===== src/rtl/uart_rx.sv =====
// -----------------------------------------------------------------------------
// uart_rx : 8N1 UART receiver
//
// Converts the asynchronous serial line into bytes. The line is first passed
// through a flip-flop synchroniser; the framing FSM samples the synchronised
// bit (rxs) at the middle of every bit period. A byte is published on `data`
// only when its stop bit reads high. A low stop bit raises `framing_error`
// instead. The FSM then waits in BREAK until the line returns high, so a line
// held low can never produce repeated frames.
//
// Handshake: data_ready is a one-cycle strobe with no backpressure. data is
// valid in the strobe cycle and holds its value until the next good frame.
//
// Parameters
//   CLKS_PER_BIT  clock100 cycles per bit (legal 4..65535)
//   SYNC_STAGES   synchroniser depth (>= 2)
//
// Ports
//   clock100       in   system clock, all logic on the rising edge
//   reset_n        in   asynchronous active-low reset
//   rx             in   serial line, idle high, asynchronous to clock100
//   data[7:0]      out  last correctly framed byte
//   data_ready     out  one-cycle pulse when data is updated
//   framing_error  out  one-cycle pulse when the stop bit is sampled low
//   busy           out  high from start-bit detection until back in IDLE
// -----------------------------------------------------------------------------
module uart_rx #(
    parameter int CLKS_PER_BIT = 868,
    parameter int SYNC_STAGES  = 2
) (
    input  logic       clock100,
    input  logic       reset_n,
    input  logic       rx,
    output logic [7:0] data,
    output logic       data_ready,
    output logic       framing_error,
    output logic       busy
);

    localparam int CW = $clog2(CLKS_PER_BIT);
    localparam logic [CW-1:0] CNT_FULL = CW'(CLKS_PER_BIT - 1);
    localparam logic [CW-1:0] CNT_HALF = CW'(CLKS_PER_BIT / 2 - 1);

    typedef enum logic [2:0] {
        S_IDLE  = 3'd0,
        S_START = 3'd1,
        S_DATA  = 3'd2,
        S_STOP  = 3'd3,
        S_BREAK = 3'd4
    } state_e;

    state_e                 state_q, state_d;
    logic [SYNC_STAGES-1:0] sync_q, sync_d;
    logic [CW-1:0]          clk_cnt_q, clk_cnt_d;
    logic [2:0]             bit_idx_q, bit_idx_d;
    logic [7:0]             shift_q, shift_d;
    logic [7:0]             data_q, data_d;
    logic                   data_ready_q, data_ready_d;
    logic                   framing_error_q, framing_error_d;
    logic                   rxs;

    // Synchroniser: bit 0 captures the raw line, the top bit feeds the FSM.
    assign rxs    = sync_q[SYNC_STAGES-1];
    assign sync_d = {sync_q[SYNC_STAGES-2:0], rx};

    always_ff @(posedge clock100 or negedge reset_n) begin
        if (!reset_n) begin
            state_q         <= S_IDLE;
            sync_q          <= '1;
            clk_cnt_q       <= '0;
            bit_idx_q       <= '0;
            shift_q         <= '0;
            data_q          <= '0;
            data_ready_q    <= 1'b0;
            framing_error_q <= 1'b0;
        end else begin
            state_q         <= state_d;
            sync_q          <= sync_d;
            clk_cnt_q       <= clk_cnt_d;
            bit_idx_q       <= bit_idx_d;
            shift_q         <= shift_d;
            data_q          <= data_d;
            data_ready_q    <= data_ready_d;
            framing_error_q <= framing_error_d;
        end
    end

    always_comb begin
        state_d         = state_q;
        clk_cnt_d       = clk_cnt_q + CW'(1);
        bit_idx_d       = bit_idx_q;
        shift_d         = shift_q;
        data_d          = data_q;
        data_ready_d    = 1'b0;
        framing_error_d = 1'b0;

        unique case (state_q)
            S_IDLE: begin
                clk_cnt_d = '0;
                if (!rxs) begin
                    state_d = S_START;
                end
            end

            // Wait half a bit so every later sample lands mid-bit; a start
            // bit that is gone by then was a glitch.
            S_START: begin
                if (clk_cnt_q == CNT_HALF) begin
                    clk_cnt_d = '0;
                    bit_idx_d = '0;
                    state_d   = rxs ? S_IDLE : S_DATA;
                end
            end

            S_DATA: begin
                if (clk_cnt_q == CNT_FULL) begin
                    clk_cnt_d          = '0;
                    shift_d[bit_idx_q] = rxs;
                    if (bit_idx_q == 3'd7) begin
                        state_d = S_STOP;
                    end else begin
                        bit_idx_d = bit_idx_q + 3'd1;
                    end
                end
            end

            // Leaving at mid-stop-bit lets a following start edge be seen
            // anywhere in the second half of the stop bit.
            S_STOP: begin
                if (clk_cnt_q == CNT_FULL) begin
                    clk_cnt_d = '0;
                    if (rxs) begin
                        data_d       = shift_q;
                        data_ready_d = 1'b1;
                        state_d      = S_IDLE;
                    end else begin
                        framing_error_d = 1'b1;
                        state_d         = S_BREAK;
                    end
                end
            end

            S_BREAK: begin
                clk_cnt_d = '0;
                if (rxs) begin
                    state_d = S_IDLE;
                end
            end

            default: begin
                clk_cnt_d = '0;
                state_d   = S_IDLE;
            end
        endcase
    end

    assign data          = data_q;
    assign data_ready    = data_ready_q;
    assign framing_error = framing_error_q;
    assign busy          = (state_q != S_IDLE);

endmodule

===== config.mk =====
export PLATFORM = sky130hd
export DESIGN_NAME = uart_rx
export DESIGN_NICKNAME = d
export VERILOG_FILES = /design/src/rtl/uart_rx.sv
export SDC_FILE = /design/constraint.sdc
export NUM_CORES = 1
export LEC_CHECK = 0
export ABC_AREA = 1
export ABC_CLOCK_PERIOD_IN_PS = 2000
export BUFFER_PORTS_ARGS = -buffer_cell sky130_fd_sc_hd__buf_4
export CAP_MARGIN = 0
export CORE_AREA = 2 2 88 90
export CTS_BUF_LIST = sky130_fd_sc_hd__clkbuf_8 sky130_fd_sc_hd__clkbuf_16
export DETAILED_ROUTE_END_ITERATION = 16
export DIE_AREA = 0 0 90 92
export GPL_TIMING_DRIVEN = 0
export PLACE_DENSITY = 0.39
export SLEW_MARGIN = 20
export SYNTH_ARGS = -nofsm -noshare
export SYNTH_HDL_FRONTEND = slang
export SYNTH_SLANG_ARGS = --single-unit

===== constraint.sdc =====
create_clock -name clock100 -period 2 [get_ports clock100]
set_clock_uncertainty 0.1 [all_clocks]
set_input_delay 0.1 -clock clock100 [delete_from_list [all_inputs] [get_ports clock100]]
set_output_delay 0.1 -clock clock100 [all_outputs]
set_load 0.01 [all_outputs]

# After elaboration in Yosys (flattened, before gate mapping)
# Cells that the tools add are included.
# op_classes
addsub	2
magnitude_cmp	2
eq_ne	14
mux	25
reduce_logical	9
# ops
op	n
two-way mux 3 bit	10
two-way mux 10 bit	2
one-hot mux 10 bit (2 select lines)	1
one-hot mux 3 bit (5 select lines)	1
!= test 2 bit, second input constant	7
adder 10 x 1 -> 10 bit, second input constant	1
equality test 10 bit, second input constant	1
equality test 10 x 9 -> 1 bit, second input constant	1
bitwise mux 8 bit	1
two-way mux 1 bit	7
equality test 3 x 2 -> 1 bit, second input constant	2
equality test 3 bit, second input constant	2
one-hot mux 3 bit (2 select lines)	1
AND reduction 6 bit	1
less-than comparator 3 x 4 -> 1 bit, second input constant	1
AND reduction 4 bit	1
adder 3 x 1 -> 3 bit, second input constant	1
demux 1 bit (select 3 bit)	1
equality test 3 x 1 -> 1 bit, second input constant	1
>= comparator 3 x 1 -> 1 bit, second input constant	1
logical NOT 3 bit	1
AND reduction 3 bit	1
nonzero test 3 bit	1
two-way mux 2 bit	1
other kinds (4)	4
# word_totals
ff_bits	36
output_inout_bits	11
word_cells	60

# Logic depth before layout (Yosys ltp)
# Gate-level depths: netlist of the first run.
# logic_depth
depth_word	5
mapped_depth	11
mapped_depth_nobuf	11

# Least setup slack after synthesis of the first run
# OpenSTA, ideal clock, no wires.
# synth_path
kind	reg-to-reg
start	register clk_cnt_q[0]
end	register bit_idx_q[1]
setup_time_ns	0.117
arrival_ns	1.359
required_ns	1.783
path_slack_ns	0.424
path_stages_with_launch	11
n_path_buf	0
period_less_slack_ns	1.576
path_cell_list	dfrtp_1 ha_1 nand2_1 nor2_1 nand3_2 nand2_1 nand2_1 inv_1 nand2_1 nand2_1 nand2_1
# synth_between
elab_chain_len	3
elab_cells_between_ends	5
classes_between	eq/ne (4); reduce/logical (1)
# synth_rtl
element	line_no	text
from (decl)	54	logic [CW-1:0] clk_cnt_q, clk_cnt_d;
from (signal assigned)	79	clk_cnt_q <= clk_cnt_d;
equality test 10 bit / equality test 10 x 9 -> 1 bit (equally long branches)	116, 108	
!= test 2 bit (no line)	n/a	
AND reduction 4 bit (no line) (*)	n/a	
to (signal assigned)	80	bit_idx_q <= bit_idx_d;
to (decl)	55	logic [2:0] bit_idx_q, bit_idx_d;
# Mark *: on every way between the ends. The rest lies on a longest branch, timed or not.
# A chain may end at the register's enable or synchronous reset.

# Worst setup path in the final report of the first run
# layout_path
start	register clk_cnt_q[0]
end	register data_q[5] (netlist: data[5])
# layout_between
elab_chain_len	2
# layout_rtl
element	line_no	text
equality test 10 bit	130	if (clk_cnt_q == CNT_FULL) begin
AND reduction 3 bit (no line)	n/a	
to (signal assigned)	82	data_q <= data_d;
to (decl)	57	logic [7:0] data_q, data_d;
# No other way between the ends.

==> flow_summary.toml, run 1 <==
[cts]
cts_inserted_buffers = 5
root_buffer = "clkbuf_8"
clockBufferDepth = 2
cts_tree = "done"
cts-htree-levels = 2
cts_sinks = 36
clkLatencyLatePin_ns = 0.28
path_clk_slew_ns = 0.07
cts_post_setup_buffers_inserted = 0

[detailed_routing]
vias = 1394
wl_met1_mm = 1.83
drc = 0
wl_mm = 3.59
wl_per_cell_um = 10.4
vias_per_cell = 4.04
drt_first_pass_iters = 5
drtAntennaViolNets = 0
drt_iter0_drc = 53
highest_layer = "met4"
wl_met3_um = 79
wl_met2_mm = 1.62

[logic_synthesis]
yosys.area.top_type = "dfrtp_1"
synth_common_cells = "69 x nand2_1, 34 x dfrtp_1, 27 x inv_1, 26 x nor2_1, 19 x nand3_1"
synth_edf_count = 0
ys_ff_latch = 36
synthTopCellsByArea = "dfrtp_1 48%, nand2_1 15%, inv_1 5.7%"
yosysMostFrequentCell = "nand2_1"
synth_nets = 227
synth_area_um2 = 1770
synth_xor_area_share_pct = 3.46
synthArstFlopShare_pct = 100
synthMuxAreaShare_pct = 0
yosysSeqAreaShare_pct = 50.9
synth_cell_types = 24
synth_compound_area_share_pct = 3.39
syn_inst = 220
synth.avg_cell_area_um2 = 8.06
synth.top_cell.area_share_pct = 48.0
synthAdderAreaFrac_pct = 2.82
ys_warn_count = 0
synth_top_family_by_area = "simple AND/OR/NAND/NOR gates"
synth_ff_type = "dfrtp_1"
yosys.area_share.simple_pct = 32.6

[floorplan]
initial_core_util_pct = 23.8
die_w_um = 90
core_um2 = 7450
rows = 32
pin_count = 14
die_h_um = 92
dieArea_um2 = 8280

[setup_path]
path_cells = "ha_1 -> nand2_1 -> nor2_1 -> nand3_2 -> inv_1 -> nand3_4 -> inv_4 -> nand2_1 -> nand2_1"
critPathSlowestCell = "dfrtp_1"
cp.arrival_ns = 1.91
reg2reg_depth = 9
cp.required_ns = 2.13
reg2reg_to = "data[5]"
cpMostUsedCell = "nand2_1"
cp-end-kind = "flop"
reg2reg_from = "clk_cnt_q[0]"
slowest_delay_ns = 0.39
rrSetupSlack_ns = 0.22
path_class = "reg -> reg"
path_max_fanout = 9
critPathLaunchType = "flop"

[sta]
worstMarginPinSlew_ns = 0.491
rsz0062_at_grt = "false"
min_period_over_period_pct = 89.1
finalSetupViolCount = 0
max_freq_mhz = 561
setup_tns_ns = 0
relSlewSlack_pct = 67.2
period_minus_slack_ns = 1.78
slew_viol_final = 0
hold_violations = 0

[placement]
io_buffer_count = 13
dp_hpwl_mm = 2.52
gp_congestion = 0.748

[final_layout]
fin_nets = 249
postLayoutCoreUtil_pct = 28.6
insertedDiodeCount = 0
drive_gt1_share_pct = 14.8
area_growth_pct = 20.2

[pwr]
powerDensity_nw_per_um2 = 657
p_seq_share_pct = 52.2
p_int_mw = 1.11
p_switching_mw = 0.295
comb_power_share_pct = 2.0
p_clk_share_pct = 45.8
peakVddDrop_mv = 0.191
leakagePower_nw = 1.08
p_sw_share_pct = 21.1

[global_routing]
grtUsageTotal_pct = 9.84
overflow = 0
grt_pass1_wl_mm = 6.49
grt_max_degree = 37
grt_pass1_vias = 1375
antenna_found_initial = 0

[job]
cap_violations = 0

[status]
status = "complete, no violations"

[hold_path]
min_path_type = "in -> async"
==> through the flow <==
step                total power, mW  instances  area (µm²)  hold WS, ns  setup slack (ns)
floorplan                     0.751        220        1770       -0.296             0.424
global placement              0.773        335        2000      0.00835             0.133
detailed placement            0.773        335        2000       0.0102             0.135
CTS                            1.43        345        2130        0.237             0.117
global route                   1.47        345        2130        0.261            0.0294
finish                         1.40        345        2130        0.221             0.217
==> layout make-up <==
| class | instances | area [µm²] |
|---|---|---|
| timing repair buffer | 15 | 118 |
| fill | 851 | 5310 |
| inverter | 31 | 119 |
| buffer | 1 | 5.00 |
| clock buffer | 5 | 68.8 |
| sequential | 36 | 903 |
| multi-input combinational | 152 | 749 |
| tap | 102 | 128 |
| clock inverter | 3 | 42.5 |
==> sequential cells by signal, summed over array words and instances, names as in the netlist <==
| name | cells |
|---|---|
| clk_cnt_q | 10 |
| data_ready | 1 |
| sync_q | 2 |
| shift_q | 8 |
| data | 8 |
| bit_idx_q | 3 |
| state_q | 3 |
| framing_error | 1 |
==> worst max path at each step <==
stage                             from           end  slack, ns  depth (start not counted)
after floorplan           clk_cnt_q[0]  bit_idx_q[1]       0.42                         10
after global placement    clk_cnt_q[0]  bit_idx_q[2]       0.13                         10
after detailed placement  clk_cnt_q[0]  bit_idx_q[0]       0.14                         10
after CTS                 clk_cnt_q[0]       data[5]       0.12                          9
after global routing      clk_cnt_q[0]       data[3]       0.03                          9
final                     clk_cnt_q[0]       data[5]       0.22                          9
==> cells by family after synthesis <==
family,Yosys count
DFF,36
AOI/OAI and AO/OA,12
and+or+nand+nor,129
adders and majority gates,4
xor gates and xnor gates,7
buffers and inverters,32
==> power by group through the flow <==
| stage | clock network, mW | registers, mW | logic [mW] |
|---|---|---|---|
| floorplan | 0 | 0.746 | 0.00532 |
| global placement | 0 | 0.746 | 0.0273 |
| detailed placement | 0 | 0.746 | 0.0272 |
| CTS | 0.673 | 0.731 | 0.0303 |
| global route | 0.706 | 0.731 | 0.0327 |
| finish | 0.643 | 0.731 | 0.0280 |
==> critical path, delay by kind of cell (launching register included) <==
family	cells	cell delay [ns]
fa+ha+maj	1	0.25
simple gates	6	0.68
flops	1	0.39
buf+inv	2	0.31
==> cell usage in the layout (no fill, tap or decap), drive strengths merged, types with 2 or more instances in the layout <==
cell and instances:
dfstp 2, buf 14, nand3 22, dfrtp 34, nor2 27, dlygate4sd3 2, nand2 70, o21ai 11
clkbuf 5, inv 31, nor3 7, xor2 6, ha 4
==> layer usage <==
metal / vias to the layer above / global-route usage (%)
li1: 726 / -
met1: 646 / 12.8
met2: 18 / 15.7
met3: 4 / 2.22
met4: 0 / 4.23
met5: - / 0
==> what timing repair did <==
action	CTS	global route
hold buffers	2	0
setup endpoints to repair	0	9
endpoints found under the hold margin	35	0
gates resized for setup	0	2
No activity file was read; power rests on OpenSTA's default activity.
==> inputs of run 2 (changes only) <==
--- a/config.mk
+++ b/config.mk
@@ -6,7 +6,7 @@
 export NUM_CORES = 1
 export LEC_CHECK = 0
 export ABC_AREA = 1
-export ABC_CLOCK_PERIOD_IN_PS = 2000
+export ABC_CLOCK_PERIOD_IN_PS = 1800
 export BUFFER_PORTS_ARGS = -buffer_cell sky130_fd_sc_hd__buf_4
 export CAP_MARGIN = 0
 export CORE_AREA = 2 2 88 90
==> constraint.sdc (replaced) <==
create_clock -name clock100 -period 1.8 [get_ports clock100]
set_clock_uncertainty 0.1 [all_clocks]
set_input_delay 0.09 -clock clock100 [delete_from_list [all_inputs] [get_ports clock100]]
set_output_delay 0.09 -clock clock100 [all_outputs]
set_load 0.01 [all_outputs]
==> flow_summary.toml, run 2 (same netlist as run 1, synthesis figures left out) <==
[status]
status = "complete, no violations"

[sta]
worstMarginPinSlew_ns = 0.502
slew_viol_final = 0
rsz0062_at_grt = "false"
min_period_over_period_pct = 93.3
setup_tns_ns = 0
relSlewSlack_pct = 66.3
finalSetupViolCount = 0
period_minus_slack_ns = 1.68
hold_violations = 0
max_freq_mhz = 595

[cts]
cts_inserted_buffers = 5
cts_sinks = 36
root_buffer = "clkbuf_8"
cts_tree = "done"
path_clk_slew_ns = 0.08
clockBufferDepth = 2
clkLatencyLatePin_ns = 0.28
cts-htree-levels = 2

[setup_path]
startpoint = "clk_cnt_q[1]"
cpMostUsedCell = "nor2_4"
path_cells = "ha_4 -> nand2_2 -> nor2_4 -> nand3_4 -> buf_6 -> nor2_4 -> inv_2 -> o21ai_1 -> nand2_1"
cp.arrival_ns = 1.76
path_class = "reg -> reg"
slowest_delay_ns = 0.41
path_max_fanout = 7
cp-end-kind = "flop"
reg2reg_from = "clk_cnt_q[1]"
critPathSlowestCell = "dfrtp_1"
cp.required_ns = 1.88
critPathLaunchType = "flop"

[floorplan]
rows = 32
die_w_um = 90
core_um2 = 7450
die_h_um = 92
initial_core_util_pct = 23.8
pin_count = 14
dieArea_um2 = 8280

[detailed_routing]
vias_per_cell = 4.05
drt_first_pass_iters = 4
drc = 0
vias = 1419
drt_iter0_drc = 53
drtAntennaViolNets = 0
wl_per_cell_um = 10.8
wl_mm = 3.78

[final_layout]
largest_reg_flops = 10
insertedDiodeCount = 0
drive_gt1_share_pct = 19.8
final_cell_mix = "68 x nand2_1, 33 x dfrtp_1, 25 x inv_1, 24 x nor2_1, 19 x nand3_1"
top_register = "clk_cnt_q"
final_area_um2 = 2220
area_growth_pct = 25.0
fin_nets = 254
final_common_cell = "nand2_1"

[placement]
gp_congestion = 0.748
dp_hpwl_mm = 2.52
io_buffer_count = 13
placement.cell_area_um2 = 2000

[job]
cap_violations = 0

[global_routing]
grt_pass1_vias = 1378
grt_max_degree = 37
grtUsageTotal_pct = 9.84
overflow = 0
grt_pass1_wl_mm = 6.49
antenna_found_initial = 0

[pwr]
powerDensity_nw_per_um2 = 703
leakagePower_nw = 1.09
peakVddDrop_mv = 0.212

[hold_path]
min_path_type = "in -> async"
[run 2: cell types whose count changed in the layout (fill, tap and decap cells not counted), sizes merged]
| cell | delta |
|---|---|
| nand3 | +1 |
| buf | +4 |
[run 2: cell type report]
type,count,area [µm²]
buffer,1,5.00
clock buffer,5,68.8
clock inverter,3,42.5
fill,835,5230
inverter,31,119
multi-input combinational,153,800
sequential,36,905
tap,102,128
timing repair buffer,19,151
[run 2: worst paths after layout]
path | end | slack (ns) | cells after the start
worst max-delay path | shift_q[0] | 0.12 | 9
worst max register to register | shift_q[0] | 0.12 | 9
max in group asynchronous | sync_q[1] | 1.03 | 2
min in group clock100 | sync_q[1] | 0.26 | 0
worst min register to register | sync_q[1] | 0.26 | 0
worst min-delay path | framing_error | 0.21 | 2
[run 2: worst max-delay path: cells and delay by family, from the launching register on]
kind            cells  cell delay, ns
buf+inv             2            0.22
flops               1            0.41
simple gates        5            0.55
compound gates      1            0.13
fa+ha+maj           1            0.17
[run 2: where the power goes]
part           internal, mW  switching, mW  total [mW]
combinational       0.00721         0.0249      0.0321
clock                 0.410          0.305       0.715
sequential            0.812       0.000455       0.812
total                  1.23          0.330        1.56
[run 2: per-layer routing]
| metal | up-vias | part of all wire (%) | global-route usage (%) |
|---|---|---|---|
| met1 | 655 | 51 | 12.8 |
| met4 | 0 | 1.9 | 4.23 |
| met2 | 18 | 45 | 15.7 |
| met5 | - | 0 | 0 |
| met3 | 6 | 2.4 | 2.22 |
| li1 | 740 | - | - |
[run 2: what timing repair did]
| action | in CTS | in global routing |
|---|---|---|
| gates cloned | 0 | 1 |
| endpoints found under the setup margin | 11 | 26 |
| setup buffers | 2 | 2 |
| resized for setup | 2 | 12 |
| pin swaps | 1 | 6 |
| hold endpoints to repair | 35 | 0 |
| hold buffers | 2 | 0 |
[run 2: per-stage QoR]
step                      utilization, %  worst slack [ns]  std cells  power (mW)  hold slack, ns
after floorplan                        -             0.224        220       0.834          -0.306
after global placement              26.8           -0.0666        335       0.859        -0.00165
after detailed placement            26.8           -0.0649        335       0.859        0.000228
after CTS                           28.8            0.0117        347        1.59           0.227
after global routing                29.8           0.00108        350        1.63           0.261
final                               29.8             0.120        350        1.56           0.210
